## src/rtl/kyber_pkg.sv

```systemverilog
// rtl/kyber_pkg.sv - shared Kyber constants and Barrett reduction helper
// Contents: KYBER_N, KYBER_Q, REJ_CMP_19Q, BARRETT_M, BARRETT_SH,
//           barrett_reduce() (16-bit candidate -> value mod KYBER_Q)
package kyber_pkg;

    localparam int KYBER_N     = 256;
    localparam int KYBER_Q     = 3329;
    localparam int REJ_CMP_19Q = 63251;
    localparam int BARRETT_M   = 20159;
    localparam int BARRETT_SH  = 26;

    // One Barrett step plus a single conditional subtract; exact for c < 19*Q.
    function automatic logic [11:0] barrett_reduce(input logic [15:0] c);
        logic [31:0] t;
        logic [12:0] r;
        t = (32'(c) * 32'(BARRETT_M)) >> BARRETT_SH;
        r = 13'(32'(c) - t * 32'(KYBER_Q));
        if (r >= 13'(KYBER_Q)) begin
            r = r - 13'(KYBER_Q);
        end
        return r[11:0];
    endfunction

endpackage

```

## src/rtl/kyber_coeff_fifo.sv

```systemverilog
// rtl/kyber_coeff_fifo.sv - synchronous first-word-fall-through coefficient FIFO, 2 writes / 1 read
// Ports: clk_i, rst_n_i (sync active-low), clr_i (sync clear),
//        wr_n_i (0..2 entries written this cycle), wr_d0_i (first), wr_d1_i (second),
//        rd_i (pop head), rd_data_o (head entry), empty_o, free_o (free slots)
module kyber_coeff_fifo #(
    parameter int DEPTH = 4,
    parameter int W     = 12,
    localparam int AW   = $clog2(DEPTH)
) (
    input  logic          clk_i,
    input  logic          rst_n_i,
    input  logic          clr_i,
    input  logic [1:0]    wr_n_i,
    input  logic [W-1:0]  wr_d0_i,
    input  logic [W-1:0]  wr_d1_i,
    input  logic          rd_i,
    output logic [W-1:0]  rd_data_o,
    output logic          empty_o,
    output logic [AW:0]   free_o
);

    logic [W-1:0]  mem_q [DEPTH];
    logic [AW-1:0] wr_ptr_q;
    logic [AW-1:0] rd_ptr_q;
    logic [AW:0]   cnt_q;
    logic          rd_en;

    assign rd_en     = rd_i && !empty_o;
    assign rd_data_o = mem_q[rd_ptr_q];
    assign empty_o   = (cnt_q == '0);
    assign free_o    = (AW+1)'(DEPTH) - cnt_q;

    // The caller never writes more entries than free_o reports.
    always_ff @(posedge clk_i) begin
        if (!rst_n_i || clr_i) begin
            for (int i = 0; i < DEPTH; i++) begin
                mem_q[i] <= '0;
            end
            wr_ptr_q <= '0;
            rd_ptr_q <= '0;
            cnt_q    <= '0;
        end else begin
            if (wr_n_i != 2'd0) begin
                mem_q[wr_ptr_q] <= wr_d0_i;
            end
            if (wr_n_i == 2'd2) begin
                mem_q[wr_ptr_q + AW'(1)] <= wr_d1_i;
            end
            wr_ptr_q <= wr_ptr_q + AW'(wr_n_i);
            if (rd_en) begin
                rd_ptr_q <= rd_ptr_q + AW'(1);
            end
            cnt_q <= cnt_q + (AW+1)'(wr_n_i) - (AW+1)'(rd_en);
        end
    end

endmodule

```

## src/rtl/kyber_rej_uniform_sampler.sv

```systemverilog
// rtl/kyber_rej_uniform_sampler.sv - streaming rejection sampler, SHAKE128 bytes -> KYBER_N coefficients mod KYBER_Q
// Ports: clk, rst_n (sync active-low), i_start (new polynomial pulse),
//        i_valid/o_ready/i_data (input words, byte 0 first), o_valid/i_ready/o_coeff/o_idx
//        (coefficient stream), o_busy (polynomial in progress), o_done (last coefficient delivered),
//        i_legacy (only when REJ_LEGACY_19Q_EN is defined: 16-bit candidates, < 19*Q, reduced mod Q)
module kyber_rej_uniform_sampler
    import kyber_pkg::*;
#(
    parameter int IN_BYTES   = 8,
    parameter int FIFO_DEPTH = 4
) (
    input  logic                       clk,
    input  logic                       rst_n,
    input  logic                       i_start,
    input  logic                       i_valid,
    input  logic [8*IN_BYTES-1:0]      i_data,
    output logic                       o_ready,
    output logic                       o_valid,
    output logic [11:0]                o_coeff,
    output logic [$clog2(KYBER_N)-1:0] o_idx,
    input  logic                       i_ready,
    output logic                       o_busy,
    output logic                       o_done
`ifdef REJ_LEGACY_19Q_EN
    ,
    input  logic                       i_legacy
`endif
);

    localparam int CAP    = IN_BYTES + 2;
    localparam int BW     = 8 * CAP;
    localparam int OCC_W  = $clog2(CAP + 1);
    localparam int FREE_W = $clog2(FIFO_DEPTH) + 1;
    localparam int CNT_W  = $clog2(KYBER_N + 1);
    localparam int IDX_W  = $clog2(KYBER_N);

    // Byte buffer: byte 0 (oldest) in bits [7:0]; bytes above occ are kept zero.
    logic [BW-1:0]    buf_q, buf_d;
    logic [OCC_W-1:0] occ_q, occ_d, need;
    logic             busy_q, done_q;
    logic [CNT_W-1:0] cnt_q;
    logic [IDX_W-1:0] idx_q;
    logic             pipe_vld_q;
    logic [1:0]       pipe_acc_q;
    logic [11:0]      pipe_c0_q, pipe_c1_q;
    logic             legacy;

    logic [7:0]       b0, b1, b2;
    logic [11:0]      par_c0, par_c1;
    logic [1:0]       par_acc;
    logic [1:0]       wr_n;
    logic [11:0]      wr_d0;
    logic [11:0]      fifo_data;
    logic             fifo_empty;
    logic [FREE_W-1:0] fifo_free;
    logic             cnt_full, load, parse, rd;

`ifdef REJ_LEGACY_19Q_EN
    logic legacy_q;
    assign legacy = legacy_q;
`else
    assign legacy = 1'b0;
`endif

    assign need     = legacy ? OCC_W'(2) : OCC_W'(3);
    assign cnt_full = (cnt_q == CNT_W'(KYBER_N));
    assign o_ready  = busy_q && (occ_q < need) && !cnt_full;
    assign load     = i_valid && o_ready;
    // Free-slot check reserves room for what the pipeline register writes this cycle.
    assign parse    = busy_q && (occ_q >= need) && !cnt_full
                      && (int'(fifo_free) >= int'(wr_n) + 2);

    assign b0 = buf_q[7:0];
    assign b1 = buf_q[15:8];
    assign b2 = buf_q[23:16];

    always_comb begin
        par_c0  = {b1[3:0], b0};
        par_c1  = {b2, b1[7:4]};
        par_acc = {par_c1 < 12'(KYBER_Q), par_c0 < 12'(KYBER_Q)};
`ifdef REJ_LEGACY_19Q_EN
        if (legacy) begin
            par_c0  = barrett_reduce({b1, b0});
            par_c1  = '0;
            par_acc = {1'b0, {b1, b0} < 16'(REJ_CMP_19Q)};
        end
`endif
    end

    // Entries committed from the pipeline register; the final slot takes only d1.
    always_comb begin
        wr_n = 2'd0;
        if (pipe_vld_q && !cnt_full) begin
            if (pipe_acc_q == 2'b11) begin
                wr_n = (cnt_q == CNT_W'(KYBER_N - 1)) ? 2'd1 : 2'd2;
            end else if (pipe_acc_q != 2'b00) begin
                wr_n = 2'd1;
            end
        end
    end
    assign wr_d0 = pipe_acc_q[0] ? pipe_c0_q : pipe_c1_q;

    always_comb begin
        buf_d = buf_q;
        occ_d = occ_q;
        if (cnt_full) begin
            buf_d = '0;
            occ_d = '0;
        end else if (load) begin
            buf_d = buf_q | ({16'h0000, i_data} << {occ_q, 3'b000});
            occ_d = occ_q + OCC_W'(IN_BYTES);
        end else if (parse) begin
            buf_d = buf_q >> {need, 3'b000};
            occ_d = occ_q - need;
        end
    end

    assign o_valid = !fifo_empty;
    assign o_coeff = o_valid ? fifo_data : 12'd0;
    assign o_idx   = idx_q;
    assign o_busy  = busy_q;
    assign o_done  = done_q;
    assign rd      = o_valid && i_ready;

    kyber_coeff_fifo #(
        .DEPTH (FIFO_DEPTH),
        .W     (12)
    ) u_fifo (
        .clk_i     (clk),
        .rst_n_i   (rst_n),
        .clr_i     (i_start),
        .wr_n_i    (wr_n),
        .wr_d0_i   (wr_d0),
        .wr_d1_i   (pipe_c1_q),
        .rd_i      (rd),
        .rd_data_o (fifo_data),
        .empty_o   (fifo_empty),
        .free_o    (fifo_free)
    );

    always_ff @(posedge clk) begin
        if (!rst_n) begin
            buf_q      <= '0;
            occ_q      <= '0;
            busy_q     <= 1'b0;
            done_q     <= 1'b0;
            cnt_q      <= '0;
            idx_q      <= '0;
            pipe_vld_q <= 1'b0;
            pipe_acc_q <= 2'b00;
            pipe_c0_q  <= '0;
            pipe_c1_q  <= '0;
`ifdef REJ_LEGACY_19Q_EN
            legacy_q   <= 1'b0;
`endif
        end else if (i_start) begin
            buf_q      <= '0;
            occ_q      <= '0;
            busy_q     <= 1'b1;
            done_q     <= 1'b0;
            cnt_q      <= '0;
            idx_q      <= '0;
            pipe_vld_q <= 1'b0;
            pipe_acc_q <= 2'b00;
            pipe_c0_q  <= '0;
            pipe_c1_q  <= '0;
`ifdef REJ_LEGACY_19Q_EN
            legacy_q   <= i_legacy;
`endif
        end else begin
            buf_q      <= buf_d;
            occ_q      <= occ_d;
            pipe_vld_q <= parse;
            pipe_acc_q <= parse ? par_acc : 2'b00;
            pipe_c0_q  <= par_c0;
            pipe_c1_q  <= par_c1;
            cnt_q      <= cnt_q + CNT_W'(wr_n);
            done_q     <= 1'b0;
            if (rd) begin
                idx_q <= idx_q + IDX_W'(1);
                if (idx_q == IDX_W'(KYBER_N - 1)) begin
                    done_q <= 1'b1;
                    busy_q <= 1'b0;
                end
            end
        end
    end

endmodule
```

## config.mk

```make
export PLATFORM = sky130hd
export DESIGN_NAME = kyber_rej_uniform_sampler
export DESIGN_NICKNAME = d
export VERILOG_FILES = /design/src/rtl/kyber_pkg.sv /design/src/rtl/kyber_coeff_fifo.sv /design/src/rtl/kyber_rej_uniform_sampler.sv
export SDC_FILE = /design/constraint.sdc
export NUM_CORES = 1
export LEC_CHECK = 0
export BUFFER_PORTS_ARGS = -buffer_cell sky130_fd_sc_hd__buf_2
export CAP_MARGIN = 10
export CORE_MARGIN = 2
export CORE_UTILIZATION = 54
export DETAILED_ROUTE_END_ITERATION = 16
export GPL_TIMING_DRIVEN = 0
export MAX_ROUTING_LAYER = met4
export PLACE_DENSITY = 0.73
export SETUP_SLACK_MARGIN = 0.3
export SKIP_LAST_GASP = 1
export SLEW_MARGIN = 30
export SYNTH_ARGS = -nofsm -noshare
export SYNTH_HDL_FRONTEND = slang
export SYNTH_HIERARCHICAL = 1
export SYNTH_SLANG_ARGS = --single-unit
export TNS_END_PERCENT = 10
```

## constraint.sdc

```tcl
create_clock -name clk -period 3 [get_ports clk]
set_clock_uncertainty 0.05 [all_clocks]
set_input_delay 0.45 -clock clk [delete_from_list [all_inputs] [get_ports clk]]
set_output_delay 0.45 -clock clk [all_outputs]
set_load 0.03 [all_outputs]
```

==> results of run 1 <==
## state kept, by name, summed over array words and instances, names as in the netlist, named ones only
| register | cells |
|---|---|
| o_done | 1 |
| pipe_vld_q | 1 |
| u_fifo/rd_ptr_q | 2 |
| u_fifo/cnt_q | 3 |
| u_fifo/mem_q | 48 |
| o_busy | 1 |
| o_idx | 8 |
| pipe_c0_q | 12 |
| pipe_c1_q | 12 |
| pipe_acc_q | 2 |
| occ_q | 4 |
| buf_q | 80 |
| u_fifo/wr_ptr_q | 2 |
| cnt_q | 9 |
## metrics by stage
step,std cells,setup TNS (ps),instance area [sq um],setup WS [ps]
floorplan,995,0,9860,248
global placement,1316,-27010,10600,-434
detailed placement,1316,-27750,10600,-465
CTS,1358,0,11600,186
global route,1364,0,11700,85.3
finish,1364,0,11700,127
## synth_stat cells (9+ instances only)
master     instances  area, sq um
nor2_1            44          165
mux2i_1           51          510
buf_2             24          120
clkbuf_1          48          180
o21ai_0           58          290
o2111ai_1         24          210
o211ai_1           9         67.6
dfxtp_1          139         2780
ha_1              13          163
and3_1            15         93.8
mux4_2            12          270
a21oi_1           56          280
edfxtp_1          48         1440
xnor2_1           10         87.6
nor2b_1           21          131
o2bb2ai_1         15          131
a22o_1            36          315
mux2_2            28          315
xor2_1             9         78.8
nand3_1           39          195
and2_1            28          175
o31ai_1           34          255
a31oi_1           50          313
inv_1             16         60.1
nand2_1           51          191
a31o_1            10         87.6
## final timing paths
check	from	endpoint	slack, ps
worst max-delay path	cnt_q[4]	o_ready	130
worst min-delay path	rst_n	o_busy	260
worst min register to register	buf_q[75]	buf_q[75]	430
worst max register to register	cnt_q[6]	u_fifo/mem_q[1][9]	160
## kinds of logic after synthesis
logic type / count (synthesis) / synth area share
DFF: 187 / 0.430
and+or+nand+nor: 240 / 0.133
buffers and inverters: 111 / 0.0545
muxes: 91 / 0.112
AOI/OAI and AO/OA: 332 / 0.234
adders and majority gates: 15 / 0.0206
xor gates and xnor gates: 19 / 0.0169
## power by group through the flow
stage	clock network, mW	logic [mW]	registers [mW]
global route	2.44	0.401	2.66
finish	2.32	0.377	2.65
global placement	0	0.348	2.71
CTS	2.32	0.362	2.65
floorplan	0	0.203	2.70
detailed placement	0	0.351	2.71
## layout make-up
type,instances,area [sq um],share of cell area
flip-flops and latches,187,4230,0.361
clock inverters,15,183,0.0156
clock buffers,17,425,0.0363
inverters,17,71.3,0.00608
well taps,229,287,0.0244
multi-input cells,698,5350,0.456
plain buffers,94,573,0.0489
repair buffers,107,611,0.0521
## layer usage
layer	up-vias	global-route usage	wire length, um
li1	4069	-	-
met5	-	-	0
met2	417	0.507	14400
met4	0	0.166	1350
met1	4001	0.357	11700
met3	96	0.0539	1940
## timing repair
item,in CTS,in global routing
buffers inserted,10,4
gates cloned,0,2
pin swaps,12,11
hold buffers,0,0
setup endpoints to repair,185,176
resized for setup,65,43
==> results.ini, run 1 <==
[place]
gp_congestion=1.01
io_buffers=92
hpwlAfterDp_mm=21.8

[power_and_ir_drop]
total_power_mw=5.35
p_clk_frac=0.433
power.switching_mw=1.38
switching_share=0.257
pwr-share-comb=0.070
p_int_mw=3.97
peakVddDrop_mv=0.447
seq_power_share=0.496
leakage_nw=4.21
power_density_mw_per_mm2=456

[cts]
path_clk_slew_ps=70
cts_tree=done
cts_buffers=17
clk_latency_ps=450
cts_root_buffer=clkbuf_16
cts_buffer_depth=2
clock_sinks=187
htreeDepth=4

[worst_setup_path]
critPathLaunchType=flip-flop
crit_path_top_delay_cell=or4_4
ff2ff_path_depth=11
cp_num_buf_inv=2
end_kind=primary output
slowest_delay_ps=570
crit_chain=buf_4, or4_4, o31ai_1, nor2_1, buf_2
cp_num_cells=5
critPathTopFamily=simple AND/OR/NAND/NOR gates
cp.required_ps=2500
path_class=reg -> out
cp_data_arrival_time_ps=2370
critPathMaxFanout=7

[job]
maxCapViolations=0

[synthesis]
synth_flop_cell=dfxtp_1
synth_cells=995
syn_area_per_cell_sq_um=9.88
ys_types=67
async_flop_share=0
ys_ff_latch=187
synth_nets=1079
yosysWarnings=6
yosysSeqAreaShare=0.430
synth_edf_count=48
syn_area_sq_mm=0.00983

[detailed_routing]
dr.pass1.iters=5
drc=0
drtIter0Drc=744
ant_nets=0
drt-total-wl_mm=29.4
wire_per_inst_um=21.5
num_vias=8583
vias_per_cell=6.29

[sta]
period_share=0.958
worst_pin_slew_ps=927
period_needed_ps=2870
fmax_mhz=348
final-max-slew-violation-count=0
hold_viol=0
setup_viol=0
maxSlewHeadroom=0.382
holdWs_ps=261
rsz0062_at_grt=yes

[floorplanning]
initial_core_util=0.549
die-height_um=139
placeableCoreArea_sq_mm=0.0179
dieArea_sq_mm=0.0193
die_x_um=139
ios=93
rows=49

[global_route]
grt_max_degree=21
grt_pass1_vias=8237
grt_pass1_wl_mm=44.8
antenna_found_initial=0
grt-ovfl-total=0
track_usage=0.307

[cells_and_area]
fillers=1451
syn2layout_area_growth_pct=19.4
drive_gt1_frac=0.265
final_common_cell=dfxtp_1
postLayoutCoreUtil=0.655
fin_nets=1206
n_antenna_cell=0
final_cell_mix=dfxtp_1, buf_2, a21oi_1

[worst_hold_path]
min_path_type=in -> reg
worstHoldPathCells=2

[status]
status=completed

No activity file was read; power rests on OpenSTA's default activity.
==> inputs of run 2 (changes only) <==
--- a/config.mk
+++ b/config.mk
@@ -7,7 +7,7 @@
 export LEC_CHECK = 0
 export BUFFER_PORTS_ARGS = -buffer_cell sky130_fd_sc_hd__buf_2
 export CAP_MARGIN = 10
-export CORE_MARGIN = 2
+export CORE_MARGIN = 8
 export CORE_UTILIZATION = 54
 export DETAILED_ROUTE_END_ITERATION = 16
 export GPL_TIMING_DRIVEN = 0
==> run 2 against run 1 <==
Total power rose by 1.9%. Final area rose by 0.31%. Clock-buffer cell count did not move. Critical path depth did not move. Register-to-register slack improved by 120 ps. Routed wire length rose by 2.7%. Worst hold slack improved by 5.8 ps. First-iteration DRC count rose by 0.54%. Die area rose by 18%. Largest cell class unchanged. Core utilization rose by 0.20 points.
==> results.ini, run 2 (same netlist as run 1, synthesis figures left out) <==
[detailed_routing]
wire_per_inst_um=22.2
num_vias=8500
drt-total-wl_mm=30.2
dr.pass1.iters=5
drc=0
vias_per_cell=6.25
drtIter0Drc=748
ant_nets=0

[sta]
worst_pin_slew_ps=930
setup_tns_ps=0
period_needed_ps=2730
hold_viol=0
maxSlewHeadroom=0.380
final-max-slew-violation-count=0
period_share=0.910
setup_viol=0
holdWs_ps=267
rsz0062_at_grt=yes
fmax_mhz=366

[job]
maxCapViolations=0

[place]
gp_congestion=1.02
io_buffers=92
place_area_sq_mm=0.0106
hpwlAfterDp_mm=22.8

[cts]
path_clk_slew_ps=70
cts_tree=done
cts_buffers=17
clock_sinks=187
cts_buffer_depth=2
ctsHoldBuffers=0
htreeDepth=4
clk_latency_ps=440
cts_root_buffer=clkbuf_16

[global_route]
grt-ovfl-total=0
grt_pass1_wl_mm=45.8
antenna_found_initial=0
grt_max_degree=19
track_usage=0.270
grt_pass1_vias=8350

[worst_setup_path]
path_class=reg -> out
critPathMaxFanout=4
setup.worst_path.end=o_ready
end_kind=primary output
critPathLaunchType=flip-flop
r2r_start=cnt_q[6]
crit_path_top_delay_cell=o31ai_1
crit_chain=buf_4, or4_4, o31ai_1, nor2_1, buf_2
ff2ff_path_depth=13
cp-startpoint=cnt_q[6]
cp_data_arrival_time_ps=2230
r2r-end=buf_q[31]
ff2ff_setup_slack_ps=280
cp.required_ps=2500
slowest_delay_ps=530

[power_and_ir_drop]
power_density_mw_per_mm2=463
leakage_nw=4.21
peakVddDrop_mv=0.422

[cells_and_area]
drive_gt1_frac=0.260
final_cell_mix=dfxtp_1, buf_2, o21ai_0
largest_register=buf_q
largest_reg_flops=80
syn2layout_area_growth_pct=19.7
n_antenna_cell=0
postLayoutCellArea_sq_mm=0.0118
final_common_cell=dfxtp_1
fillers=1456
fin_nets=1203
top_regs=buf_q (80), u_fifo/mem_q (48)
seq_area_sq_mm=0.00424
multi_input_area_sq_mm=0.00540

[floorplanning]
dieArea_sq_mm=0.0228
die-height_um=151
rows=49
die_x_um=151
initial_core_util=0.549
ios=93
placeableCoreArea_sq_mm=0.0179

[worst_hold_path]
hp-start=rst_n
min_path_type=in -> reg

[status]
status=completed

## run 2: cell count changes in the layout (fill, tap and decap cells not counted), moves of 4 or more
cell / change
a21oi_2: +4
buf_4: -5
clkbuf_2: +4
o21ai_0: +10
o21ai_1: -9
o31ai_2: -8
o31ai_4: +6
## run 2: critical path, delay by kind of cell, from the launching register on
family          cells  cell delay, ps
compound gates      1             530
buf+inv             2             340
simple gates        2             550
flops               1             360
## run 2: worst min-delay path by stage
stage / to / slack, ps / cells after the start
after floorplan: pipe_acc_q[0] / 390 / 1
after global placement: buf_q[60] / 410 / 2
after detailed placement: buf_q[72] / 420 / 2
after CTS: o_busy / 270 / 2
after global routing: o_busy / 270 / 2
final: o_busy / 270 / 2
## run 2: metal layers
metal / up-vias / track usage / wire length, um
met5: - / - / 0
met4: 0 / 0.156 / 1590
met3: 91 / 0.0367 / 1780
met2: 390 / 0.449 / 14600
met1: 3967 / 0.309 / 12200
li1: 4052 / - / -
## run 2: final cells by class
class / instances / share of cell area
buffer: 94 / 0.0489
clock buffer: 17 / 0.0362
clock inverter: 15 / 0.0172
inverter: 17 / 0.00564
multi-input combinational: 698 / 0.459
sequential: 187 / 0.360
tap: 229 / 0.0244
timing repair buffer: 104 / 0.0492
## run 2: per-stage QoR
stage	setup slack, ps	power [mW]	util	cells
after CTS	269	5.43	0.649	1359
final	270	5.45	0.657	1361
after global placement	-443	3.06	0.593	1316
after floorplan	248	2.91	-	995
after global routing	173	5.58	0.657	1361
after detailed placement	-479	3.07	0.593	1316
## run 2: what timing repair did
action | CTS | global route
buffers inserted | 8 | 2
endpoints found under the setup margin | 188 | 185
hold endpoints to repair | 0 | 0
gates cloned | 3 | 0
pin swaps | 9 | 12
gates resized for setup | 60 | 26
## run 2: power by group
part	internal (mW)	switching (mW)
clock network	1.35	1.07
logic	0.145	0.237
registers	2.63	0.0276
total	4.12	1.33
==> inputs of run 3 (changes only) <==
--- a/config.mk
+++ b/config.mk
@@ -7,8 +7,10 @@
 export LEC_CHECK = 0
 export BUFFER_PORTS_ARGS = -buffer_cell sky130_fd_sc_hd__buf_2
 export CAP_MARGIN = 10
+export CELL_PAD_IN_SITES_DETAIL_PLACEMENT = 2
+export CELL_PAD_IN_SITES_GLOBAL_PLACEMENT = 2
 export CORE_MARGIN = 8
-export CORE_UTILIZATION = 54
+export CORE_UTILIZATION = 35
 export DETAILED_ROUTE_END_ITERATION = 16
 export GPL_TIMING_DRIVEN = 0
 export MAX_ROUTING_LAYER = met4
==> run 3 against run 2 <==
Total power up 0.56%. Clock power is essentially flat. Register-to-register slack worse by 150 ps. Non-clock buffer count up 12. Critical path depth is 7 higher. Global-route usage down 3.8 points.
==> results.ini, run 3 (same netlist as run 1, synthesis figures left out) <==
[worst_setup_path]
path_class=reg -> reg
end_kind=flip-flop
critPathMaxFanout=7
cp.required_ps=3100
cp_data_arrival_time_ps=2970
critPathLaunchType=flip-flop
ff2ff_setup_slack_ps=130

[power_and_ir_drop]
pwr-share-comb=0.078
power_density_mw_per_mm2=442
power.switching_mw=1.54
leakage_nw=4.36
p_clk_frac=0.437
seq_power_share=0.484
switching_share=0.281
peakVddDrop_mv=0.258
p_int_mw=3.94

[job]
maxCapViolations=0

[place]
hpwlAfterDp_mm=29.1
pre_cts_ws_ps=-715
place_area_sq_mm=0.0108
io_buffers=92
gp_congestion=0.933

[sta]
setup_viol=0
fin_ws_ps=132
fmax_mhz=349
maxSlewHeadroom=0.298
rsz0062_at_grt=yes
worst_pin_slew_ps=1050
final-max-slew-violation-count=0
period_share=0.956
hold_viol=0
period_needed_ps=2870

[detailed_routing]
drc=0
ant_nets=0
drt-total-wl_mm=39.7
wire_per_inst_um=26.1
vias_per_cell=5.73
dr.pass1.iters=4
num_vias=8735
drtIter0Drc=363

[global_route]
grt_pass1_vias=9600
antenna_found_initial=1
grt_max_degree=23
grt-ovfl-total=0
track_usage=0.232
grt_pass1_wl_mm=58.2

[floorplanning]
rows=61
placeableCoreArea_sq_mm=0.0277
die-height_um=184
dieArea_sq_mm=0.0337
ios=93
initial_core_util=0.355
die_x_um=184

[cells_and_area]
largest_register=buf_q
syn2layout_area_growth_pct=26.1
fin_nets=1217
drive_gt1_frac=0.292
top_regs=buf_q (80), u_fifo/mem_q (48)
final_common_cell=dfxtp_1
largest_reg_flops=80
postLayoutCellArea_sq_mm=0.0124
final_cell_mix=dfxtp_1, buf_2, o21ai_0

[cts]
clock_sinks=187
cts_buffer_depth=2
clk_latency_ps=460
path_clk_slew_ps=80
cts_root_buffer=clkbuf_16
cts_tree=done
htreeDepth=4
ctsHoldBuffers=0
cts_buffers=17

[worst_hold_path]
min_path_type=in -> reg

[status]
status=completed

==> run 3: critical path, cell delays in order, from the launching register on <==
cell and delay, ps:
dfxtp_1 390, nor3b_2 290, nand3_2 140, buf_8 150, buf_8 110, o211ai_1 150
nor2_4 120, buf_6 130, buf_6 110, and4bb_4 380, nor3b_4 220, buf_6 150
or3_4 190
==> run 3: cell type report <==
type                       instances  area, sq um
inverter                          17         66.3
antenna                            1         2.50
sequential                       187         4250
fill                            2917        15300
clock inverter                    15          199
buffer                            94          592
clock buffer                      17          425
timing repair buffer             116          712
tap                              378          473
multi-input combinational        700         5680
==> run 3: repair_timing <==
item / 4_1_cts / 5_1_grt
pin swaps: 13 / 32
endpoints found under the setup margin: 195 / 187
buffers inserted: 12 / 8
gates cloned: 3 / 4
resized for setup: 70 / 79
==> run 3: layer usage <==
metal / track usage / vias up / share of wire
met4: 0.0937 / 0 / 0.044
li1: - / 4078 / -
met1: 0.264 / 4376 / 0.41
met5: - / - / 0
met3: 0.0229 / 73 / 0.026
met2: 0.414 / 208 / 0.52
==> run 3: power groups by stage <==
| stage | clock, mW | sequential, mW | combinational [mW] |
|---|---|---|---|
| after floorplan | 0 | 2.70 | 0.203 |
| after global placement | 0 | 2.71 | 0.373 |
| after detailed placement | 0 | 2.72 | 0.382 |
| after CTS | 2.46 | 2.66 | 0.401 |
| after global routing | 2.53 | 2.66 | 0.453 |
| final | 2.40 | 2.65 | 0.428 |
==> run 3: metrics by stage <==
stage / power, mW / TNS (ps) / util / std cells / hold slack, ps
2_1_floorplan: 2.91 / 0 / - / 995 / 387
3_3_place_gp: 3.08 / -46890 / 0.390 / 1465 / 415
3_5_place_dp: 3.10 / -57090 / 0.390 / 1465 / 428
4_1_cts: 5.51 / 0 / 0.429 / 1512 / 271
5_1_grt: 5.65 / 0 / 0.447 / 1525 / 299
6_report: 5.48 / 0 / 0.447 / 1525 / 312
==> run 3: path summary, 6_finish.rpt <==
path / startpoint / to / cells after the start
setup / recovery: cnt_q[8] / u_fifo/mem_q[1][0] / 12
setup reg to reg: cnt_q[8] / u_fifo/mem_q[1][0] / 12
hold reg to reg: buf_q[10] / pipe_acc_q[0] / 1
hold / removal: rst_n / o_busy / 2
